===== src/rtl/boot_loader_if.sv =====
// Boot-loader bundle: program byte stream in, control-unit requests and bus data out.
interface boot_loader_if #(
    parameter int unsigned DATA_WIDTH = 8
);
    logic                  start;
    logic [DATA_WIDTH-1:0] in_data;
    logic                  in_valid;
    logic                  in_ready;
    logic [DATA_WIDTH-1:0] boot_data;
    logic                  bootload_address;
    logic                  bootload_ram;
    logic                  cpu_hold;
    logic                  busy;
    logic                  done;

    // Loader side: consumes the stream, drives the bus requests.
    modport slave (
        input  start, in_data, in_valid,
        output in_ready, boot_data, bootload_address, bootload_ram, cpu_hold, busy, done
    );

    // Host side: supplies start and the byte stream, observes the loader.
    modport master (
        output start, in_data, in_valid,
        input  in_ready, boot_data, bootload_address, bootload_ram, cpu_hold, busy, done
    );
endinterface


===== src/rtl/boot_loader.sv =====
// Boot loader: copies DEPTH program bytes from a valid/ready stream into program RAM via the
// control unit's address and data phases, holding the CPU in reset for the whole load.
module boot_loader #(
    parameter int unsigned DATA_WIDTH = 8,
    parameter int unsigned ADDR_WIDTH = 4,
    parameter int unsigned DEPTH      = 16
) (
    input logic          clk,
    input logic          rst,
    boot_loader_if.slave bus
);
    localparam logic [ADDR_WIDTH-1:0] LAST_ADDR = ADDR_WIDTH'(DEPTH - 1);

    typedef enum logic [2:0] {
        StIdle,
        StWaitByte,
        StAddr,
        StData,
        StDone
    } state_e;

    state_e                state_q, state_d;
    logic [ADDR_WIDTH-1:0] addr_q, addr_d;
    logic [DATA_WIDTH-1:0] byte_q, byte_d;

    logic                  in_ready;
    logic [DATA_WIDTH-1:0] boot_data;
    logic                  bootload_address;
    logic                  bootload_ram;
    logic                  cpu_hold;
    logic                  done;

    // State, address and byte registers; reset aborts any load in progress.
    always_ff @(posedge clk or posedge rst) begin
        if (rst) begin
            state_q <= StIdle;
            addr_q  <= '0;
            byte_q  <= '0;
        end else begin
            state_q <= state_d;
            addr_q  <= addr_d;
            byte_q  <= byte_d;
        end
    end

    // Next-state: accept one byte, then an address phase and a data phase per byte.
    always_comb begin
        state_d = state_q;
        addr_d  = addr_q;
        byte_d  = byte_q;
        case (state_q)
            StIdle: begin
                if (bus.start) begin
                    state_d = StWaitByte;
                    addr_d  = '0;
                end
            end
            StWaitByte: begin
                // in_ready is high throughout this state, so valid alone completes the handshake.
                if (bus.in_valid) begin
                    byte_d  = bus.in_data;
                    state_d = StAddr;
                end
            end
            StAddr: begin
                state_d = StData;
            end
            StData: begin
                // Stop at the last address instead of wrapping, even when DEPTH fills the space.
                if (addr_q == LAST_ADDR) begin
                    state_d = StDone;
                end else begin
                    addr_d  = addr_q + 1'b1;
                    state_d = StWaitByte;
                end
            end
            StDone: begin
                state_d = StIdle;
            end
            default: begin
                state_d = StIdle;
            end
        endcase
    end

    // Moore outputs decoded purely from registered state so the control unit sees no glitches.
    always_comb begin
        in_ready         = 1'b0;
        boot_data        = '0;
        bootload_address = 1'b0;
        bootload_ram     = 1'b0;
        cpu_hold         = 1'b0;
        done             = 1'b0;
        case (state_q)
            StWaitByte: begin
                in_ready = 1'b1;
                cpu_hold = 1'b1;
            end
            StAddr: begin
                bootload_address = 1'b1;
                boot_data        = DATA_WIDTH'(addr_q);
                cpu_hold         = 1'b1;
            end
            StData: begin
                bootload_ram = 1'b1;
                boot_data    = byte_q;
                cpu_hold     = 1'b1;
            end
            StDone: begin
                done     = 1'b1;
                cpu_hold = 1'b1;
            end
            default: begin
                cpu_hold = 1'b0;
            end
        endcase
    end

    assign bus.in_ready         = in_ready;
    assign bus.boot_data        = boot_data;
    assign bus.bootload_address = bootload_address;
    assign bus.bootload_ram     = bootload_ram;
    assign bus.cpu_hold         = cpu_hold;
    assign bus.busy             = cpu_hold;
    assign bus.done             = done;
endmodule


===== src/flat_wrapper.sv =====
// flat-port wrapper written by rule: the top's interface ports become plain ports
module boot_loader_flat 
#(
    parameter int unsigned DATA_WIDTH = 8,
    parameter int unsigned ADDR_WIDTH = 4,
    parameter int unsigned DEPTH      = 16
)
  (clk, rst, bus_start, bus_in_data, bus_in_valid, bus_in_ready, bus_boot_data, bus_bootload_address, bus_bootload_ram, bus_cpu_hold, bus_busy, bus_done);
  boot_loader_if #(.DATA_WIDTH(DATA_WIDTH)) bus_i ();
  input logic clk;
  input logic rst;
  input wire logic [$bits(bus_i.start)-1:0] bus_start;
  input wire logic [$bits(bus_i.in_data)-1:0] bus_in_data;
  input wire logic [$bits(bus_i.in_valid)-1:0] bus_in_valid;
  output wire logic [$bits(bus_i.in_ready)-1:0] bus_in_ready;
  output wire logic [$bits(bus_i.boot_data)-1:0] bus_boot_data;
  output wire logic [$bits(bus_i.bootload_address)-1:0] bus_bootload_address;
  output wire logic [$bits(bus_i.bootload_ram)-1:0] bus_bootload_ram;
  output wire logic [$bits(bus_i.cpu_hold)-1:0] bus_cpu_hold;
  output wire logic [$bits(bus_i.busy)-1:0] bus_busy;
  output wire logic [$bits(bus_i.done)-1:0] bus_done;
  assign bus_i.start = bus_start;
  assign bus_i.in_data = bus_in_data;
  assign bus_i.in_valid = bus_in_valid;
  assign bus_in_ready = bus_i.in_ready;
  assign bus_boot_data = bus_i.boot_data;
  assign bus_bootload_address = bus_i.bootload_address;
  assign bus_bootload_ram = bus_i.bootload_ram;
  assign bus_cpu_hold = bus_i.cpu_hold;
  assign bus_busy = bus_i.busy;
  assign bus_done = bus_i.done;
  boot_loader #(.DATA_WIDTH(DATA_WIDTH), .ADDR_WIDTH(ADDR_WIDTH), .DEPTH(DEPTH)) u_core (.clk(clk), .rst(rst), .bus(bus_i));
endmodule

===== config.mk =====
export PLATFORM = sky130hd
export DESIGN_NAME = boot_loader_flat
export DESIGN_NICKNAME = d
export VERILOG_FILES = /design/src/rtl/boot_loader_if.sv /design/src/rtl/boot_loader.sv /design/src/flat_wrapper.sv
export SDC_FILE = /design/constraint.sdc
export NUM_CORES = 1
export LEC_CHECK = 0
export CAP_MARGIN = 30
export CORE_ASPECT_RATIO = 1.5
export CORE_UTILIZATION = 32
export DETAILED_ROUTE_END_ITERATION = 8
export PLACE_DENSITY = 0.64
export SYNTH_ARGS = -nofsm -noshare
export SYNTH_HDL_FRONTEND = slang
export SYNTH_SLANG_ARGS = --single-unit

===== constraint.sdc =====
create_clock -name clk -period 2.3 [get_ports clk]
set_clock_uncertainty 0.15 [all_clocks]
set_input_delay 0.23 -clock clk [delete_from_list [all_inputs] [get_ports clk]]
set_output_delay 0.23 -clock clk [all_outputs]
set_load 0.03 [all_outputs]

==> metrics.cfg, run 1 <==
[sta]
setup_viol=0
holdWs_ns=0.147
period_needed_ns=2.17
slew_violations=0
tightestPinTransition_ns=0.572
setup_tns_ns=0
final_hold_viol_count=0
max_freq_mhz=462
rsz0062_at_grt=no
slew_headroom=0.618
fin_crit_sh=0.941

[cells_and_area]
final_cell_area_sq_um=1120
synthToLayoutAreaGrowth_pct=41.1
drive_above_1_share=0.118
ff_latch_area_sq_um=375
n_antenna_cell=0
nNetsFinal=116
final_core_util=0.489
multi_input_area_sq_um=364
nFillCells=229

[power]
clockPowerShare=0.103
p_seq_frac=0.321
p_int_w=0.000822
peakVddDrop_mv=0.727
sw_frac_of_total=0.423
power_density_nw_per_um2=1270
power_frac_comb=0.577
p_leak_nw=0.585
totalPowerFinal_w=0.00142
power_switching_w=0.000602

[clock_network]
cts_sinks=15
clk_latency_ns=0.27
postCtsSetupBuffers=0
ctsHoldBuffers=0
cts_made_buffers=3
cts_tree=yes
cts_root_buffer=clkbuf_4
clk_pin_slew_ns=0.09
clockBufferDepth=2
h-tree-depth=1

[global_routing]
antenna_found_initial=0
grt_pass1_wl_mm=2.92
grt_max_degree=16
gr-total-overflow=0
track_usage=0.140
grt_pass1_vias=699

[synth]
synth_nets=86
seq_area_frac_synth=0.474
synth_adder_area_share=0.0158
synth_mux_area_frac=0.141
ys.flop_type=dfrtp_1
synth_common_cells=15 x dfrtp_1, 8 x mux2_1, 6 x and2_1, 6 x inv_1
synth_top_cell_area_share=0.474
syn_area_per_cell_sq_um=10.8
synth_xor_area_frac=0.0111
yosysTopAreaCell=dfrtp_1
synth.most_common_cell=dfrtp_1
synth_cell_type_count=27
ys_ff_latch=15
synth_edf_count=0
synthArstFlopShare=1.00
yosys.area_share.simple=0.166
synth_top_family_by_area=simple AND/OR/NAND/NOR gates
yosysWarnings=0
synthCells=73
yosys-top-cells-area=dfrtp_1 47%, mux2_1 11%, and2_1 4.7%
synth_compound_area_frac=0.126
netlist_area_sq_um=792

[place]
place_area_sq_um=1080
dp_hpwl_mm=1.28
routabilityCongestion=0.740
io_buffers=25

[detailed_routing]
totalWireLength_mm=1.68
ant_nets=0
dr.pass1.iters=4
vias_per_cell=5.19
drt_iter0_drc=17
drcViolationCount=0
num_vias=649
routedWlPerCell_um=13.4

[setup_path]
cp-end-kind=output pin
path_buf_inv=2
worstSetupPathType=register to output pin
path_cells=nand2b_1, nor2_1, buf_4, clkdlybuf4s50_1
crit_fanout=5
max_stage_delay_ns=0.67
worstPathArrival_ns=1.79
r2r_slack_ns=0.49
critical_path_required_ns=1.92
start_kind=register
critPathTopFamily=buffers and inverters
cp_slowest_cell=clkdlybuf4s50_1

[floorplan]
ios=26
die_h_um=62.9
die_w_um=42.6
initial_core_util=0.346
dieArea_sq_um=2680
row_count=21
design.core.area_sq_um=2290

[outcome]
status=completed

[hold_path]
min_path_type=primary input to asynchronous set/reset pin

[run]
drv_cap=0

-- cells by family after synthesis --
group / count (synthesis)
compound gates: 14
mux: 10
buf+inv: 11
flops: 15
simple gates: 21
xor+xnor: 1
fa+ha+maj: 1
-- path summary, 6_finish.rpt --
kind | from | end | cells past startpoint
setup / recovery | u_core.state_q[0]$_DFFE_PP0P_ | bus_bootload_address | 4
hold reg to reg | u_core.byte_q[7]$_DFFE_PP0P_ | u_core.byte_q[7]$_DFFE_PP0P_ | 1
hold / removal | rst | u_core.byte_q[5]$_DFFE_PP0P_ | 2
setup reg to reg | u_core.state_q[1]$_DFFE_PP0P_ | u_core.byte_q[6]$_DFFE_PP0P_ | 4
min in group clk | u_core.byte_q[7]$_DFFE_PP0P_ | u_core.byte_q[7]$_DFFE_PP0P_ | 1
max in group asynchronous | rst | u_core.state_q[2]$_DFFE_PP0P_ | 2
-- worst reg2reg max path: stages, from the launching register on --
cell     delay (ns)
dfrtp_1        0.42
buf_4          0.17
nor3b_2        0.19
and2_1         0.40
mux2_1         0.36
-- repair_timing --
action,in CTS,in global routing
endpoints found under the setup margin,8,7
cloned,0,0
gates resized for setup,5,7
-- power by group through the flow --
stage          clock, W  sequential [W]  combinational (W)
2_1_floorplan         0        0.000432           0.000580
3_3_place_gp          0        0.000460           0.000841
3_5_place_dp          0        0.000464           0.000852
4_1_cts        0.000156        0.000459           0.000839
5_1_grt        0.000167        0.000473           0.000888
6_report       0.000146        0.000456           0.000821
-- cell usage in the layout, fill, tap and decap left out --
cell / n
nand2_1: 1
xnor2_1: 1
nor3b_2: 1
clkbuf_1: 1
nand2b_1: 1
dlymetal6s2s_1: 7
dlygate4sd2_1: 4
nand3_1: 3
o21a_1: 1
a22o_1: 4
ha_1: 1
mux2_2: 1
dfrtp_1: 15
inv_2: 1
a31oi_1: 2
o22a_1: 1
mux2i_1: 1
clkdlybuf4s50_1: 14
buf_4: 5
mux2_1: 8
a211oi_1: 1
nor4b_2: 1
a21oi_1: 1
o21ai_0: 3
nor2_1: 4
and3_1: 1
and2_1: 6
clkbuf_4: 3
inv_1: 5
a2bb2oi_1: 1
nor3_1: 1
nand3b_1: 2
-- state kept, by name, summed over array words and instances (netlist names) --
signal / cells
u_core.state_q: 3
u_core.byte_q: 8
u_core.addr_q: 4
-- through the flow --
stage | std cells | worst slack (ns)
2_1_floorplan | 73 | 0.388
5_1_grt | 125 | 0.0404
3_3_place_gp | 121 | 0.237
4_1_cts | 125 | 0.0258
6_report | 125 | 0.135
3_5_place_dp | 121 | 0.224
-- per-layer routing --
layer / part of all wire / global-route usage / vias up
met2: 0.54 / 0.263 / 20
met4: 0.0066 / 0.0703 / 0
met1: 0.41 / 0.147 / 311
li1: - / - / 316
met3: 0.037 / 0.0116 / 2
met5: 0 / 0 / -
-- area by class of cell --
cell class / instances / share of cell area
Tap cell: 23 / 0.0258
Inverter: 6 / 0.0202
Multi-Input combinational cell: 47 / 0.326
Sequential cell: 15 / 0.336
Timing Repair Buffer: 30 / 0.269
Clock buffer: 4 / 0.0235
Note: power is estimated with default switching activity, not from simulation.
==> run 2, diff against run 1 <==
--- a/config.mk
+++ b/config.mk
@@ -5,11 +5,13 @@
 export SDC_FILE = /design/constraint.sdc
 export NUM_CORES = 1
 export LEC_CHECK = 0
+export ABC_AREA = 1
 export CAP_MARGIN = 30
 export CORE_ASPECT_RATIO = 1.5
 export CORE_UTILIZATION = 32
+export CTS_CLUSTER_DIAMETER = 120
 export DETAILED_ROUTE_END_ITERATION = 8
-export PLACE_DENSITY = 0.64
+export PLACE_DENSITY = 0.63
 export SYNTH_ARGS = -nofsm -noshare
 export SYNTH_HDL_FRONTEND = slang
 export SYNTH_SLANG_ARGS = --single-unit
==> metrics.cfg, run 2 <==
[outcome]
status=completed

[synth]
synth.most_common_cell=nand2_1
synth_common_cells=30 x nand2_1, 15 x dfrtp_1, 14 x inv_1, 14 x nor2_1, 9 x nand3_1
ys.flop_type=dfrtp_1
ys_ff_latch=15
netlist_area_sq_um=857
seq_area_frac_synth=0.438
yosysWarnings=0
synth_cell_type_count=21
syn_area_per_cell_sq_um=7.72
yosysTopAreaCell=dfrtp_1
synth_edf_count=0
synthCells=111
synthArstFlopShare=1.00
synth_nets=124
synth_top_cell_area_share=0.438
yosys-top-cells-area=dfrtp_1 44%, nand2_1 13%, a21oi_2 7.2%

[global_routing]
antenna_found_initial=0
grt_most_used_layer=met2
met3_usage=0.0192
met2_usage=0.224
grt_max_degree=16
grt_pass1_vias=745
track_usage=0.131
gr-total-overflow=0
grt_pass1_wl_mm=2.94
gr-usage-met1=0.169

[detailed_routing]
drt_iter0_drc=21
dr.pass1.iters=4
num_vias=765
drcViolationCount=0
routedWlPerCell_um=10.3
vias_per_cell=4.37
totalWireLength_mm=1.79
ant_nets=0

[cells_and_area]
drive_above_1_share=0.158
largest_reg_flops=8
mostFrequentLayoutCell=nand2_1
regMostFlops=u_core.byte_q
n_antenna_cell=0
largestRegisters=u_core.byte_q: 8 flops, u_core.addr_q: 4 flops, u_core.state_q: 3 flops
final_core_util=0.460
nNetsFinal=153
final_cell_mix=30 x nand2_1, 15 x dfrtp_1, 14 x nor2_1, 14 x inv_1, 14 x clkdlybuf4s50_1
synthToLayoutAreaGrowth_pct=34.3
nFillCells=261

[floorplan]
dieArea_sq_um=2890
die_w_um=44.3
design.core.area_sq_um=2500
ios=26
initial_core_util=0.342
die_h_um=65.4
row_count=22

[clock_network]
cts_root_buffer=clkbuf_4
clockBufferDepth=2
clk_pin_slew_ns=0.10
h-tree-depth=1
clk_latency_ns=0.28
cts_tree=yes
cts_sinks=15
cts_made_buffers=3

[power]
peakVddDrop_mv=0.528
power_density_nw_per_um2=1190
p_leak_nw=0.641

[place]
io_buffers=25
dp_hpwl_mm=1.41
pre_cts_slack_ns=0.240
routabilityCongestion=0.731

[hold_path]
min_path_type=primary input to asynchronous set/reset pin

[sta]
max_freq_mhz=472
tightestPinTransition_ns=0.601
fin_crit_sh=0.921
slew_violations=0
holdWs_ns=0.158
setup_tns_ns=0
fin_ws_ns=0.182
period_needed_ns=2.12
final_hold_viol_count=0
rsz0062_at_grt=no
slew_headroom=0.599
setup_viol=0

[setup_path]
critPathLaunch=u_core.state_q[2]$_DFFE_PP0P_
worstPathArrival_ns=1.74
cp_slowest_cell=clkdlybuf4s50_1
path_cells=inv_2, nor3_1, clkdlybuf4s50_1
crit_fanout=3
worstSetupPathType=register to output pin
critPathTopFamily=buffers and inverters
reg2reg_from=u_core.state_q[2]$_DFFE_PP0P_
path_buf_inv=2
critical_path_required_ns=1.92
cp-end-kind=output pin
start_kind=register
max_stage_delay_ns=0.73

[run]
drv_cap=0

run 2: cell count changes after synthesis, sizes merged, moves of 2 or more:
cell    previous run  this run
a21oi              1         7
a22o               4         0
a31oi              2         0
and2               6         0
buf                5         3
inv                6        17
mux2               9         0
nand2              1        31
nand3              3        10
nand3b             2         0
nor2               4        18
or2                0         2
run 2: worst paths after layout:
| kind | to | slack, ns | cells past startpoint |
|---|---|---|---|
| worst max-delay path | bus_done | 0.18 | 3 |
| worst max register to register | u_core.addr_q[0]$_DFFE_PP0P_ | 0.77 | 7 |
| worst min register to register | u_core.byte_q[3]$_DFFE_PP0P_ | 0.34 | 2 |
| max in group asynchronous | u_core.state_q[1]$_DFFE_PP0P_ | 1.44 | 2 |
| min in group clk | u_core.byte_q[3]$_DFFE_PP0P_ | 0.34 | 2 |
| worst min-delay path | u_core.state_q[2]$_DFFE_PP0P_ | 0.16 | 2 |
run 2: metrics by stage:
step | instance area [sq um] | power, W | cells
final | 1150 | 0.00137 | 175
after global routing | 1150 | 0.00147 | 175
after detailed placement | 1130 | 0.00128 | 171
after global placement | 1130 | 0.00127 | 171
after floorplan | 857 | 0.00102 | 111
after CTS | 1150 | 0.00139 | 175
run 2: timing repair:
item,CTS,global route
hold buffers,0,0
hold endpoints to repair,0,0
pin swaps,0,0
resized for setup,10,1
setup endpoints to repair,10,1
buffers inserted,0,0
run 2: cell type report:
class,count,area (sq um),share of cell area
multi-input combinational,76,385,0.335
sequential,15,375,0.326
timing repair buffer,27,255,0.222
inverter,17,63.8,0.0554
tap,36,45.0,0.0391
clock buffer,4,26.3,0.0228
run 2: cells by family after synthesis:
family,synth area share
simple gates,0.340
flops,0.438
compound gates,0.0949
buf+inv,0.112
fa+ha+maj,0.0146
run 2: power breakdown:
part | internal, W | switching (W)
registers | 0.000357 | 0.0000614
logic | 0.000278 | 0.000520
clock network | 0.0000671 | 0.0000844
total | 0.000702 | 0.000666
run 2: routing by layer:
layer,up-vias,routed length (um),share of wire
met5,-,0,0
met2,19,908,0.51
met4,0,12,0.0067
met3,2,73,0.041
li1,396,-,-
met1,348,800,0.45
